[config.mk]
export PLATFORM = sky130hd
export DESIGN_NAME = dmem_ctrl_flat
export DESIGN_NICKNAME = d
export VERILOG_FILES = /design/src/rtl/dmem_ctrl_pkg.sv /design/src/rtl/dmem_ctrl_if.sv /design/src/rtl/dmem_lane.sv /design/src/rtl/dmem_ctrl.sv /design/src/flat_wrapper.sv
export SDC_FILE = /design/constraint.sdc
export NUM_CORES = 1
export LEC_CHECK = 0
export ABC_CLOCK_PERIOD_IN_PS = 7400
export CORE_MARGIN = 2
export CORE_UTILIZATION = 40
export CTS_BUF_LIST = sky130_fd_sc_hd__clkbuf_4 sky130_fd_sc_hd__clkbuf_8
export DETAILED_ROUTE_END_ITERATION = 12
export GPL_TIMING_DRIVEN = 0
export HOLD_SLACK_MARGIN = 0.06
export PLACE_DENSITY = 0.69
export SETUP_SLACK_MARGIN = 0.15
export SYNTH_ARGS = -nofsm -noshare
export SYNTH_HDL_FRONTEND = slang
export SYNTH_HIERARCHICAL = 1
export SYNTH_SLANG_ARGS = --single-unit
[constraint.sdc]
create_clock -name clk -period 7.4 [get_ports clk]
set_input_delay 1.11 -clock clk [delete_from_list [all_inputs] [get_ports clk]]
set_output_delay 1.11 -clock clk [all_outputs]
set_load 0.05 [all_outputs]
[src/rtl/dmem_ctrl_pkg.sv]
// Shared types and codes for the data-memory controller.
// Latency: n/a (declarations only).
// Backpressure: n/a.
package dmem_ctrl_pkg;

    localparam logic [31:0] DMEM_BASE_ADDR_DEF   = 32'h1001_0000;
    localparam int          DMEM_DEPTH_WORDS_DEF = 2048;

    typedef enum logic [1:0] {
        ST_IDLE   = 2'd0,
        ST_ACCESS = 2'd1,
        ST_MERGE  = 2'd2,
        ST_RESP   = 2'd3
    } state_t;

    // Store size codes; 2'b11 falls through to word.
    localparam logic [1:0] S_SW = 2'b00;
    localparam logic [1:0] S_SH = 2'b01;
    localparam logic [1:0] S_SB = 2'b10;

    // Load type codes; 3'b101..3'b111 fall through to word.
    localparam logic [2:0] L_LW  = 3'b000;
    localparam logic [2:0] L_LH  = 3'b001;
    localparam logic [2:0] L_LHU = 3'b010;
    localparam logic [2:0] L_LB  = 3'b011;
    localparam logic [2:0] L_LBU = 3'b100;

    typedef enum logic [1:0] {
        SZ_WORD = 2'd0,
        SZ_HALF = 2'd1,
        SZ_BYTE = 2'd2
    } acc_size_t;

    localparam logic GNT_CPU = 1'b0;
    localparam logic GNT_LD  = 1'b1;

    // Collapse the store/load codes into an access width.
    function automatic acc_size_t acc_size(input logic we, input logic [1:0] s_mux,
                                           input logic [2:0] l_mux);
        acc_size_t sz;
        sz = SZ_WORD;
        if (we) begin
            if (s_mux == S_SH)      sz = SZ_HALF;
            else if (s_mux == S_SB) sz = SZ_BYTE;
        end else begin
            if (l_mux == L_LH || l_mux == L_LHU)      sz = SZ_HALF;
            else if (l_mux == L_LB || l_mux == L_LBU) sz = SZ_BYTE;
        end
        return sz;
    endfunction

endpackage

[src/rtl/dmem_ctrl_if.sv]
// Bundle of the CPU port, loader port and memory-side signals of dmem_ctrl.
// Latency: n/a (wiring only).
// Backpressure: requests are held by the requester until its ready pulse.
interface dmem_ctrl_if;

    logic        cpu_req;
    logic        cpu_we;
    logic [1:0]  cpu_s_mux;
    logic [2:0]  cpu_l_mux;
    logic [31:0] cpu_addr;
    logic [31:0] cpu_wdata;
    logic        cpu_ready;
    logic [31:0] cpu_rdata;
    logic        cpu_err;

    logic        ld_req;
    logic        ld_we;
    logic [31:0] ld_addr;
    logic [31:0] ld_wdata;
    logic        ld_ready;
    logic [31:0] ld_rdata;
    logic        ld_err;

    logic        mem_wena;
    logic [31:0] mem_addr;
    logic [31:0] mem_wdata;
    logic [31:0] mem_rdata;

    // Controller side.
    modport slave (
        input  cpu_req, cpu_we, cpu_s_mux, cpu_l_mux, cpu_addr, cpu_wdata,
        output cpu_ready, cpu_rdata, cpu_err,
        input  ld_req, ld_we, ld_addr, ld_wdata,
        output ld_ready, ld_rdata, ld_err,
        output mem_wena, mem_addr, mem_wdata,
        input  mem_rdata
    );

    // Requester / memory-model side.
    modport master (
        output cpu_req, cpu_we, cpu_s_mux, cpu_l_mux, cpu_addr, cpu_wdata,
        input  cpu_ready, cpu_rdata, cpu_err,
        output ld_req, ld_we, ld_addr, ld_wdata,
        input  ld_ready, ld_rdata, ld_err,
        input  mem_wena, mem_addr, mem_wdata,
        output mem_rdata
    );

endinterface

[src/rtl/dmem_lane.sv]
// Byte/half lane logic: load extract+extend and sub-word store merge.
// Latency: combinational.
// Backpressure: none.
module dmem_lane
    import dmem_ctrl_pkg::*;
(
    input  logic [31:0] rd_word_i,
    input  logic [31:0] old_word_i,
    input  logic [31:0] wdata_i,
    input  logic [1:0]  offset_i,
    input  logic [1:0]  s_mux_i,
    input  logic [2:0]  l_mux_i,
    output logic [31:0] load_o,
    output logic [31:0] merge_o
);

    function automatic logic [31:0] extract(input logic [31:0] w, input logic [1:0] off,
                                            input logic [2:0] l);
        logic [15:0] h;
        logic [7:0]  b;
        logic [31:0] r;
        h = off[1] ? w[31:16] : w[15:0];
        case (off)
            2'd0:    b = w[7:0];
            2'd1:    b = w[15:8];
            2'd2:    b = w[23:16];
            default: b = w[31:24];
        endcase
        case (l)
            L_LH:    r = {{16{h[15]}}, h};
            L_LHU:   r = {16'h0000, h};
            L_LB:    r = {{24{b[7]}}, b};
            L_LBU:   r = {24'h000000, b};
            default: r = w;
        endcase
        return r;
    endfunction

    function automatic logic [31:0] merge(input logic [31:0] w, input logic [31:0] d,
                                          input logic [1:0] off, input logic [1:0] s);
        logic [31:0] r;
        r = w;
        case (s)
            S_SH: begin
                if (off[1]) r[31:16] = d[15:0];
                else        r[15:0]  = d[15:0];
            end
            S_SB: begin
                case (off)
                    2'd0:    r[7:0]   = d[7:0];
                    2'd1:    r[15:8]  = d[7:0];
                    2'd2:    r[23:16] = d[7:0];
                    default: r[31:24] = d[7:0];
                endcase
            end
            default: r = d;
        endcase
        return r;
    endfunction

    assign load_o  = extract(rd_word_i, offset_i, l_mux_i);
    assign merge_o = merge(old_word_i, wdata_i, offset_i, s_mux_i);

endmodule

[src/rtl/dmem_ctrl.sv]
// Two-port (CPU + loader) data-memory controller with round-robin arbitration.
// Latency: request to ready 3 cycles (lw/lh/lb/sw, errors), 4 cycles for sh/sb.
// Backpressure: requester holds req until its ready; the loser waits in IDLE.
module dmem_ctrl
    import dmem_ctrl_pkg::*;
#(
    parameter logic [31:0] BASE_ADDR   = DMEM_BASE_ADDR_DEF,
    parameter int          DEPTH_WORDS = DMEM_DEPTH_WORDS_DEF
) (
    input  logic       clk,
    input  logic       rst,
    dmem_ctrl_if.slave bus
);

    state_t      state_q, state_d;
    logic        last_grant_q;
    logic [31:0] addr_q, wdata_q, word_q;
    logic        we_q, err_q;
    logic [1:0]  s_mux_q;
    logic [2:0]  l_mux_q;
    acc_size_t   size_q;

    logic        cpu_ready_q, cpu_ready_d, cpu_err_q, cpu_err_d;
    logic [31:0] cpu_rdata_q, cpu_rdata_d;
    logic        ld_ready_q, ld_ready_d, ld_err_q, ld_err_d;
    logic [31:0] ld_rdata_q, ld_rdata_d;

    logic        mem_wena_c;
    logic [31:0] mem_addr_c, mem_wdata_c;
    logic [31:0] load_word, merge_word;

    // A port whose ready is pulsing still shows the request it just completed.
    logic cpu_pend, ld_pend, grant_ld;
    assign cpu_pend = bus.cpu_req & ~cpu_ready_q;
    assign ld_pend  = bus.ld_req & ~ld_ready_q;
    assign grant_ld = ld_pend & (~cpu_pend | (last_grant_q == GNT_CPU));

    // Winner's request fields; the loader port is always a word access.
    logic        sel_we, sel_err, sel_below, sel_over, sel_misal;
    logic [1:0]  sel_s;
    logic [2:0]  sel_l;
    logic [31:0] sel_addr, sel_wdata, sel_off;
    acc_size_t   sel_size;

    assign sel_we    = grant_ld ? bus.ld_we    : bus.cpu_we;
    assign sel_s     = grant_ld ? S_SW         : bus.cpu_s_mux;
    assign sel_l     = grant_ld ? L_LW         : bus.cpu_l_mux;
    assign sel_addr  = grant_ld ? bus.ld_addr  : bus.cpu_addr;
    assign sel_wdata = grant_ld ? bus.ld_wdata : bus.cpu_wdata;
    assign sel_size  = acc_size(sel_we, sel_s, sel_l);
    assign sel_off   = sel_addr - BASE_ADDR;
    assign sel_below = sel_addr < BASE_ADDR;
    assign sel_over  = {2'b00, sel_off[31:2]} >= 32'(DEPTH_WORDS);
    assign sel_misal = ((sel_size == SZ_WORD) && (sel_addr[1:0] != 2'b00)) ||
                       ((sel_size == SZ_HALF) && sel_addr[0]);
    assign sel_err   = sel_below | sel_over | sel_misal;

    dmem_lane u_lane (
        .rd_word_i  (bus.mem_rdata),
        .old_word_i (word_q),
        .wdata_i    (wdata_q),
        .offset_i   (addr_q[1:0]),
        .s_mux_i    (s_mux_q),
        .l_mux_i    (l_mux_q),
        .load_o     (load_word),
        .merge_o    (merge_word)
    );

    // FSM state register; reset aborts any transaction in flight.
    always_ff @(posedge clk or posedge rst) begin
        if (rst) state_q <= ST_IDLE;
        else     state_q <= state_d;
    end

    // Next-state: errors and full-word/load accesses skip MERGE.
    always_comb begin
        state_d = state_q;
        case (state_q)
            ST_IDLE:   if (cpu_pend | ld_pend) state_d = ST_ACCESS;
            ST_ACCESS: begin
                if (!err_q && we_q && (size_q != SZ_WORD)) state_d = ST_MERGE;
                else                                        state_d = ST_RESP;
            end
            ST_MERGE:  state_d = ST_RESP;
            default:   state_d = ST_IDLE;
        endcase
    end

    // Outputs: memory strobes only in ACCESS/MERGE, port responses staged in RESP.
    always_comb begin
        mem_wena_c  = 1'b0;
        mem_addr_c  = 32'h0;
        mem_wdata_c = 32'h0;
        cpu_ready_d = 1'b0;
        cpu_err_d   = cpu_err_q;
        cpu_rdata_d = cpu_rdata_q;
        ld_ready_d  = 1'b0;
        ld_err_d    = ld_err_q;
        ld_rdata_d  = ld_rdata_q;
        case (state_q)
            ST_ACCESS: begin
                mem_addr_c = addr_q;
                if (we_q && !err_q && (size_q == SZ_WORD)) begin
                    mem_wena_c  = 1'b1;
                    mem_wdata_c = wdata_q;
                end
            end
            ST_MERGE: begin
                mem_addr_c  = addr_q;
                mem_wena_c  = 1'b1;
                mem_wdata_c = merge_word;
            end
            ST_RESP: begin
                if (last_grant_q == GNT_LD) begin
                    ld_ready_d = 1'b1;
                    ld_err_d   = err_q;
                    ld_rdata_d = (!err_q && !we_q) ? word_q : 32'h0;
                end else begin
                    cpu_ready_d = 1'b1;
                    cpu_err_d   = err_q;
                    cpu_rdata_d = (!err_q && !we_q) ? word_q : 32'h0;
                end
            end
            default: ;
        endcase
    end

    // Datapath: latch the grant in IDLE, capture memory data in ACCESS, register responses.
    always_ff @(posedge clk or posedge rst) begin
        if (rst) begin
            last_grant_q <= GNT_LD;
            addr_q       <= 32'h0;
            wdata_q      <= 32'h0;
            word_q       <= 32'h0;
            we_q         <= 1'b0;
            err_q        <= 1'b0;
            s_mux_q      <= S_SW;
            l_mux_q      <= L_LW;
            size_q       <= SZ_WORD;
            cpu_ready_q  <= 1'b0;
            cpu_err_q    <= 1'b0;
            cpu_rdata_q  <= 32'h0;
            ld_ready_q   <= 1'b0;
            ld_err_q     <= 1'b0;
            ld_rdata_q   <= 32'h0;
        end else begin
            if ((state_q == ST_IDLE) && (cpu_pend | ld_pend)) begin
                last_grant_q <= grant_ld;
                addr_q       <= sel_addr;
                wdata_q      <= sel_wdata;
                we_q         <= sel_we;
                err_q        <= sel_err;
                s_mux_q      <= sel_s;
                l_mux_q      <= sel_l;
                size_q       <= sel_size;
            end
            if ((state_q == ST_ACCESS) && !err_q)
                word_q <= we_q ? bus.mem_rdata : load_word;
            cpu_ready_q <= cpu_ready_d;
            cpu_err_q   <= cpu_err_d;
            cpu_rdata_q <= cpu_rdata_d;
            ld_ready_q  <= ld_ready_d;
            ld_err_q    <= ld_err_d;
            ld_rdata_q  <= ld_rdata_d;
        end
    end

    assign bus.mem_wena  = mem_wena_c;
    assign bus.mem_addr  = mem_addr_c;
    assign bus.mem_wdata = mem_wdata_c;
    assign bus.cpu_ready = cpu_ready_q;
    assign bus.cpu_err   = cpu_err_q;
    assign bus.cpu_rdata = cpu_rdata_q;
    assign bus.ld_ready  = ld_ready_q;
    assign bus.ld_err    = ld_err_q;
    assign bus.ld_rdata  = ld_rdata_q;

endmodule

[src/flat_wrapper.sv]
// flat-port wrapper written by rule: the top's interface ports become plain ports
module dmem_ctrl_flat import dmem_ctrl_pkg::*;
#(
    parameter logic [31:0] BASE_ADDR   = DMEM_BASE_ADDR_DEF,
    parameter int          DEPTH_WORDS = DMEM_DEPTH_WORDS_DEF
)
  (clk, rst, bus_cpu_req, bus_cpu_we, bus_cpu_s_mux, bus_cpu_l_mux, bus_cpu_addr, bus_cpu_wdata, bus_cpu_ready, bus_cpu_rdata, bus_cpu_err, bus_ld_req, bus_ld_we, bus_ld_addr, bus_ld_wdata, bus_ld_ready, bus_ld_rdata, bus_ld_err, bus_mem_wena, bus_mem_addr, bus_mem_wdata, bus_mem_rdata);
  dmem_ctrl_if bus_i ();
  input  logic clk;
  input  logic rst;
  input wire logic [$bits(bus_i.cpu_req)-1:0] bus_cpu_req;
  input wire logic [$bits(bus_i.cpu_we)-1:0] bus_cpu_we;
  input wire logic [$bits(bus_i.cpu_s_mux)-1:0] bus_cpu_s_mux;
  input wire logic [$bits(bus_i.cpu_l_mux)-1:0] bus_cpu_l_mux;
  input wire logic [$bits(bus_i.cpu_addr)-1:0] bus_cpu_addr;
  input wire logic [$bits(bus_i.cpu_wdata)-1:0] bus_cpu_wdata;
  output wire logic [$bits(bus_i.cpu_ready)-1:0] bus_cpu_ready;
  output wire logic [$bits(bus_i.cpu_rdata)-1:0] bus_cpu_rdata;
  output wire logic [$bits(bus_i.cpu_err)-1:0] bus_cpu_err;
  input wire logic [$bits(bus_i.ld_req)-1:0] bus_ld_req;
  input wire logic [$bits(bus_i.ld_we)-1:0] bus_ld_we;
  input wire logic [$bits(bus_i.ld_addr)-1:0] bus_ld_addr;
  input wire logic [$bits(bus_i.ld_wdata)-1:0] bus_ld_wdata;
  output wire logic [$bits(bus_i.ld_ready)-1:0] bus_ld_ready;
  output wire logic [$bits(bus_i.ld_rdata)-1:0] bus_ld_rdata;
  output wire logic [$bits(bus_i.ld_err)-1:0] bus_ld_err;
  output wire logic [$bits(bus_i.mem_wena)-1:0] bus_mem_wena;
  output wire logic [$bits(bus_i.mem_addr)-1:0] bus_mem_addr;
  output wire logic [$bits(bus_i.mem_wdata)-1:0] bus_mem_wdata;
  input wire logic [$bits(bus_i.mem_rdata)-1:0] bus_mem_rdata;
  assign bus_i.cpu_req = bus_cpu_req;
  assign bus_i.cpu_we = bus_cpu_we;
  assign bus_i.cpu_s_mux = bus_cpu_s_mux;
  assign bus_i.cpu_l_mux = bus_cpu_l_mux;
  assign bus_i.cpu_addr = bus_cpu_addr;
  assign bus_i.cpu_wdata = bus_cpu_wdata;
  assign bus_cpu_ready = bus_i.cpu_ready;
  assign bus_cpu_rdata = bus_i.cpu_rdata;
  assign bus_cpu_err = bus_i.cpu_err;
  assign bus_i.ld_req = bus_ld_req;
  assign bus_i.ld_we = bus_ld_we;
  assign bus_i.ld_addr = bus_ld_addr;
  assign bus_i.ld_wdata = bus_ld_wdata;
  assign bus_ld_ready = bus_i.ld_ready;
  assign bus_ld_rdata = bus_i.ld_rdata;
  assign bus_ld_err = bus_i.ld_err;
  assign bus_mem_wena = bus_i.mem_wena;
  assign bus_mem_addr = bus_i.mem_addr;
  assign bus_mem_wdata = bus_i.mem_wdata;
  assign bus_i.mem_rdata = bus_mem_rdata;
  dmem_ctrl #(.BASE_ADDR(BASE_ADDR), .DEPTH_WORDS(DEPTH_WORDS)) u_core (.clk(clk), .rst(rst), .bus(bus_i));
endmodule
==> flow_metrics.tcl, run 1 <==
set metrics [dict create \
    leakage_nw 6.02 \
    worst_hold_slack_ps 481 \
    clock_latency_ps 470 \
    design.core.area_sq_um 25300 \
    synth_xor_area_share_pct 0.328 \
    syn_nets 1330 \
    die-area_sq_um 27100 \
    skew_ps 17.6 \
    pin_count 304 \
    synth_edf_count 0 \
    powerDensity_nw_per_um2 371 \
    dr.first_iter.drc_count 983 \
    syn_area_per_cell_sq_um 8.94 \
    io_buffers 303 \
    clk_path_buf_depth 2 \
    fill_cells 2331 \
    ir_drop_mv 0.235 \
    dr.pass1.iters 7 \
    synth_top_family_by_area "compound AO/OA/AOI/OAI gates" \
    yosysSeqAreaShare_pct 42.7 \
    track_usage_pct 26.9 \
    timing.final.hold_violations 0 \
    synthAdderAreaFrac_pct 0.825 \
    status "finished, final reports clean" \
    tightest_slew_ps 791 \
    synth_cell_type_count 57 \
    end_kind "output pin" \
    cts_tree "yes" \
    numCtsBuffers 17 \
    power.net_switching_mw 2.66 \
    async_flop_share_pct 100 \
    p_int_mw 2.60 \
    htree_levels 4 \
    drv_slew 0 \
    diodes 0 \
    cp_max_fo 10 \
    mappedNetlistArea_sq_um 10300 \
    wl_per_cell_um 20.2 \
    die_w_um 165 \
    synthToLayoutAreaGrowth_pct 37.6 \
    yosysTopAreaCell "dfrtp_1" \
    totalWireLength_um 36800 \
    floorplan.initialDensity_pct 40.8 \
    grt_max_degree 103 \
    finalSetupViolations 0 \
    fin_crit_ps 4770 \
    fin_setup_tns_ps 0 \
    hold_path_class "reg -> reg" \
    layout_setup_ws_ps 2630 \
    required_ps 6290 \
    synth_cells 1153 \
    gp_congestion 0.952 \
    yosys_warnings 6 \
    critPathKind "reg -> out" \
    dp_hpwl_um 29500 \
    dp.cells 1787 \
    grt_pass1_wl_um 55300 \
    fmax_ghz 0.209 \
    synthMuxAreaShare_pct 13.2 \
    root_buffer "clkbuf_8" \
    grt_remaining_overflow 0 \
    seq_area_sq_um 4410 \
    vias 10000 \
    p_sw_share_pct 50.5 \
    yosys-top-cells-area "dfrtp_1 (42%), mux2i_1 (9.6%), o21ai_0 (8.8%), nand2_1 (8.2%), a22oi_1 (3.0%)" \
    worst_setup_path_start_kind "flip-flop" \
    remaining_drc_errors 0 \
    grt_antenna_before_repair 1 \
    multi_input_area_sq_um 5360 \
    nNetsFinal 1653 \
    pre_cts_ws_ps 3190 \
    synth_top_area_share_pct 42.5 \
    layout-drive-gt1-share_pct 6.18 \
    crit_arrival_ps 3660 \
    cts_setup_buffers 0 \
    clkSlewWorstSetupHoldPaths_ps 110 \
    holdBufCountCts 0 \
    stdcell_count 1819 \
    clock_sinks 176 \
    synth-compound-area-share_pct 20.8 \
    p_clk_share_pct 12.6 \
    yosys.area_share.simple_pct 16.8 \
    synth_seq_cells 176 \
    rows 58 \
    die_y_um 165 \
    finalCritPeriodShare_pct 64.5 \
    synthFlopType "dfrtp_1" \
    seqPwrFrac_pct 26.2 \
    ant_nets 0 \
    relSlewSlack_pct 47.2 \
    grt_pass1_vias 9765 \
    combPwrFrac_pct 61.1 \
    rsz0062_at_grt "no" \
    drv_cap 0 \
    post_cts_resized 0 \
    vias_per_cell 5.52 \
]
[layout make-up]
type,count,area share (%)
buffer,90,2.67
multi-input combinational,842,37.8
inverter,45,1.24
sequential,176,31.0
timing repair buffer,304,21.6
tap,330,2.91
clock buffer,17,1.65
clock inverter,15,1.15
[placed cells by master, fill, tap and decap left out, types with 6 or more instances in the layout]
cell             instances
a2111oi_0                6
a211o_1                 16
a21oi_1                 24
a221oi_1                 8
a222oi_1                 8
a22o_1                  12
a22oi_1                 41
and2_1                  32
buf_1                    8
buf_2                   15
clkbuf_1                63
clkbuf_8                17
clkdlybuf4s50_1        303
dfrtp_1                175
ha_1                     6
inv_1                   43
inv_8                    6
mux2_2                  17
mux2i_1                 99
mux4_2                   8
nand2_1                225
nand2b_1                 7
nor2_1                  22
nor2b_1                 46
nor4_1                   7
o21ai_0                182
o22ai_1                 21
o32ai_1                 10
[synthesized netlist by cell type (8+ instances only)]
| library cell | number |
|---|---|
| dfrtp_1 | 175 |
| clkbuf_1 | 63 |
| nand2_1 | 225 |
| a22oi_1 | 41 |
| a221oi_1 | 8 |
| buf_1 | 8 |
| a21oi_1 | 24 |
| mux2i_1 | 99 |
| mux2_2 | 17 |
| a211o_1 | 16 |
| nor2_1 | 22 |
| inv_1 | 44 |
| nor2b_1 | 46 |
| mux4_2 | 8 |
| and2_1 | 32 |
| o32ai_1 | 10 |
| a222oi_1 | 8 |
| buf_2 | 15 |
| o21ai_0 | 182 |
| a22o_1 | 12 |
| o22ai_1 | 21 |
[logic make-up (layout without fill, tap and decap cells)]
logic type / Yosys count / count (layout)
simple gates: 366 / 366
flops: 176 / 176
mux: 124 / 124
compound gates: 342 / 342
buf+inv: 135 / 471
fa+ha+maj: 7 / 7
xor+xnor: 3 / 3
[registers in the layout, indices dropped and copies added, names as in the netlist, 2 cells and up]
name and flops:
u_core/word_q 32, u_core/size_q 2, u_core/l_mux_q 3, u_core/bus.ld_rdata 32
u_core/s_mux_q 2, u_core/addr_q 32, u_core/wdata_q 32, u_core/state_q 2
u_core/bus.cpu_rdata 32
[worst max-delay path: stages (launching register included)]
cell and delay, ps:
dfrtp_1 400, inv_1 240, nand2_1 150, nor4b_2 610
clkbuf_1 480, a22oi_1 130, nor2b_1 310, clkdlybuf4s50_1 870
[stage by stage]
| step | util, % | cell area (sq um) | power, mW |
|---|---|---|---|
| 3_3_place_gp | 54.5 | 13800 | 4.54 |
| 4_1_cts | 56.2 | 14200 | 5.24 |
| 3_5_place_dp | 54.6 | 13800 | 4.57 |
| 2_1_floorplan | - | 10300 | 3.48 |
| 5_1_grt | 56.2 | 14200 | 5.56 |
| 6_report | 56.2 | 14200 | 5.26 |
[final timing paths]
| kind | from | to | slack (ps) | depth (start not counted) |
|---|---|---|---|---|
| min reg2reg | u_core/addr_q[5] | u_core/addr_q[5] | 480 | 2 |
| max in group asynchronous | rst | u_core/wdata_q[15] | 5410 | 3 |
| max reg2reg | u_core/last_grant_q | u_core/wdata_q[28] | 4950 | 7 |
| max | u_core/err_q | bus_mem_wdata[14] | 2630 | 7 |
| min in group asynchronous | rst | u_core/bus.cpu_rdata[22] | 1080 | 2 |
| min | u_core/addr_q[5] | u_core/addr_q[5] | 480 | 2 |
[power groups by stage]
stage,Combinational (mW),Sequential (mW),Clock [mW]
final,3.21,1.38,0.665
after global routing,3.43,1.40,0.724
after CTS,3.19,1.37,0.680
after detailed placement,3.18,1.39,0
after global placement,3.16,1.38,0
after floorplan,2.15,1.33,0
[layer usage]
metal | GRT usage, % | vias to the layer above | share of wire [%]
met2 | 42.7 | 441 | 46
met1 | 36.3 | 4823 | 43
li1 | - | 4726 | -
met3 | 6.65 | 57 | 8.1
met5 | 0 | - | 0.035
met4 | 8.46 | 2 | 2.5
No activity file was read; power rests on OpenSTA's default activity.
==> run 2, diff against run 1 <==
--- a/config.mk
+++ b/config.mk
@@ -5,14 +5,14 @@
 export SDC_FILE = /design/constraint.sdc
 export NUM_CORES = 1
 export LEC_CHECK = 0
-export ABC_CLOCK_PERIOD_IN_PS = 7400
+export ABC_CLOCK_PERIOD_IN_PS = 3850
 export CORE_MARGIN = 2
 export CORE_UTILIZATION = 40
 export CTS_BUF_LIST = sky130_fd_sc_hd__clkbuf_4 sky130_fd_sc_hd__clkbuf_8
 export DETAILED_ROUTE_END_ITERATION = 12
 export GPL_TIMING_DRIVEN = 0
 export HOLD_SLACK_MARGIN = 0.06
-export PLACE_DENSITY = 0.69
+export PLACE_DENSITY = 0.72
 export SETUP_SLACK_MARGIN = 0.15
 export SYNTH_ARGS = -nofsm -noshare
 export SYNTH_HDL_FRONTEND = slang
==> constraint.sdc (replaced) <==
create_clock -name clk -period 3.85 [get_ports clk]
set_input_delay 0.5775 -clock clk [delete_from_list [all_inputs] [get_ports clk]]
set_output_delay 0.5775 -clock clk [all_outputs]
set_load 0.05 [all_outputs]
==> flow_metrics.tcl, run 2 (synthesis gave the netlist of run 1 again) <==
set metrics [dict create \
    use_met3_pct 4.80 \
    critPathKind "reg -> out" \
    grt.met1_usage_pct 38.2 \
    synthToLayoutAreaGrowth_pct 38.6 \
    placed_area_sq_um 13900 \
    root_buffer "clkbuf_8" \
    pre_cts_ws_ps 215 \
    slowest_delay_ps 430 \
    dp_hpwl_um 30400 \
    clkSlewWorstSetupHoldPaths_ps 130 \
    fmax_ghz 0.275 \
    tightest_slew_ps 773 \
    fin_crit_ps 3640 \
    dr.pass1.iters 5 \
    vias_per_cell 5.67 \
    grt_max_degree 44 \
    track_usage_pct 28.0 \
    stdcell_area_sq_um 14300 \
    numCtsBuffers 17 \
    ir_drop_mv 0.458 \
    drv_cap 0 \
    die_w_um 165 \
    io_buffers 303 \
    gp_congestion 0.929 \
    top_usage_layer "met2" \
    drv_slew 0 \
    leakage_nw 6.50 \
    grt_antenna_before_repair 0 \
    diodes 0 \
    grt_pass1_wl_um 57600 \
    clock_sinks 176 \
    skew_ps 26.3 \
    finalSetupViolations 0 \
    die_y_um 165 \
    required_ps 3270 \
    totalWireLength_um 37800 \
    holdBufCountCts 0 \
    layout_setup_ws_ps 213 \
    grt_pass1_vias 9917 \
    dr.first_iter.drc_count 1002 \
    pin_count 304 \
    floorplan.initialDensity_pct 40.8 \
    htree_levels 4 \
    layout-drive-gt1-share_pct 8.98 \
    mostFrequentLayoutCell "clkdlybuf4s50_1" \
    die-area_sq_um 27100 \
    grtUsageMet2_pct 46.1 \
    wl_per_cell_um 20.8 \
    cp_slowest_cell "a221oi_1" \
    clk_path_buf_depth 2 \
    remaining_drc_errors 0 \
    clock_latency_ps 500 \
    worst_setup_path_start_kind "flip-flop" \
    vias 10300 \
    path_common_cell "buf_2" \
    cts_tree "yes" \
    status "finished, final reports clean" \
    path_cells "buf_2 > buf_2 > mux2_2 > a221oi_1 > a21oi_1 > a22oi_1 > nor2b_1 > dlygate4sd2_1" \
    rows 58 \
    finalCritPeriodShare_pct 94.5 \
    cp_max_fo 10 \
    powerDensity_nw_per_um2 713 \
    design.core.area_sq_um 25300 \
    rsz0062_at_grt "yes" \
    hold_path_class "in -> async" \
    nNetsFinal 1657 \
    total_power_mw 10.2 \
    end_kind "output pin" \
    relSlewSlack_pct 48.4 \
    crit_arrival_ps 3060 \
    grt_remaining_overflow 0 \
    timing.final.hold_violations 0 \
    mostFrequentLayoutCells "clkdlybuf4s50_1 (247), nand2_1 (225), o21ai_0 (182), dfrtp_1 (175), mux2i_1 (99)" \
    ant_nets 0 \
]
[run 2: cell types whose count changed in the layout (fill, tap and decap cells not counted), moves of 4 or more]
cell	previous run	this run
dlygate4sd2_1	0	8
dlymetal6s2s_1	0	20
buf_12	0	4
clkbuf_1	63	54
inv_12	0	5
clkdlybuf4s50_1	303	247
inv_6	4	0
clkbuf_2	0	34
[run 2: per-layer routing]
metal  wire, um  vias up
met2      18200      479
met5          0        -
met4        903        0
li1           -     4755
met1      15800     5050
met3       2930       60
[run 2: path summary, 6_finish.rpt]
check / end / cells after the start / slack [ps] / from
min in group clk: u_core/addr_q[27] / 2 / 480 / u_core/addr_q[27]
hold reg to reg: u_core/addr_q[27] / 2 / 480 / u_core/addr_q[27]
setup reg to reg: u_core/addr_q[23] / 7 / 1340 / u_core/last_grant_q
max in group asynchronous: u_core/last_grant_q / 5 / 2320 / rst
setup / recovery: bus_mem_wdata[24] / 8 / 210 / u_core/addr_q[1]
hold / removal: u_core/bus.ld_rdata[10] / 2 / 450 / rst
[run 2: repair_timing]
item,in CTS,in global routing
setup buffers,0,0
resized for setup,47,84
setup endpoints to repair,42,60
[run 2: area by class of cell]
type	instances	area [sq um]
Fill cell	2378	11000
Multi-Input combinational cell	842	5380
Sequential cell	176	4410
Timing Repair Buffer	308	3060
Tap cell	330	413
Buffer	90	390
Clock buffer	17	234
Clock inverter	15	233
Inverter	45	173
[run 2: report_power, final]
| part | internal, mW | switching, mW |
|---|---|---|
| combinational | 2.17 | 3.93 |
| sequential | 2.24 | 0.400 |
| clock | 0.543 | 0.904 |
[run 2: critical path, delay by kind of cell, from the launching register on]
kind,cells,cell delay (ps)
DFF,1,380
AOI/OAI and AO/OA,3,710
and+or+nand+nor,1,70
buffers and inverters,3,1040
muxes,1,380
[run 2: per-stage QoR]
stage               util (%)  hold slack, ps  instances  setup TNS [ps]
floorplan                  -             442       1153               0
global placement        54.5             453       1786          -64070
detailed placement      54.9             462       1791               0
CTS                     56.7             442       1823               0
global route            56.6             469       1823           -11.0
finish                  56.6             447       1823               0
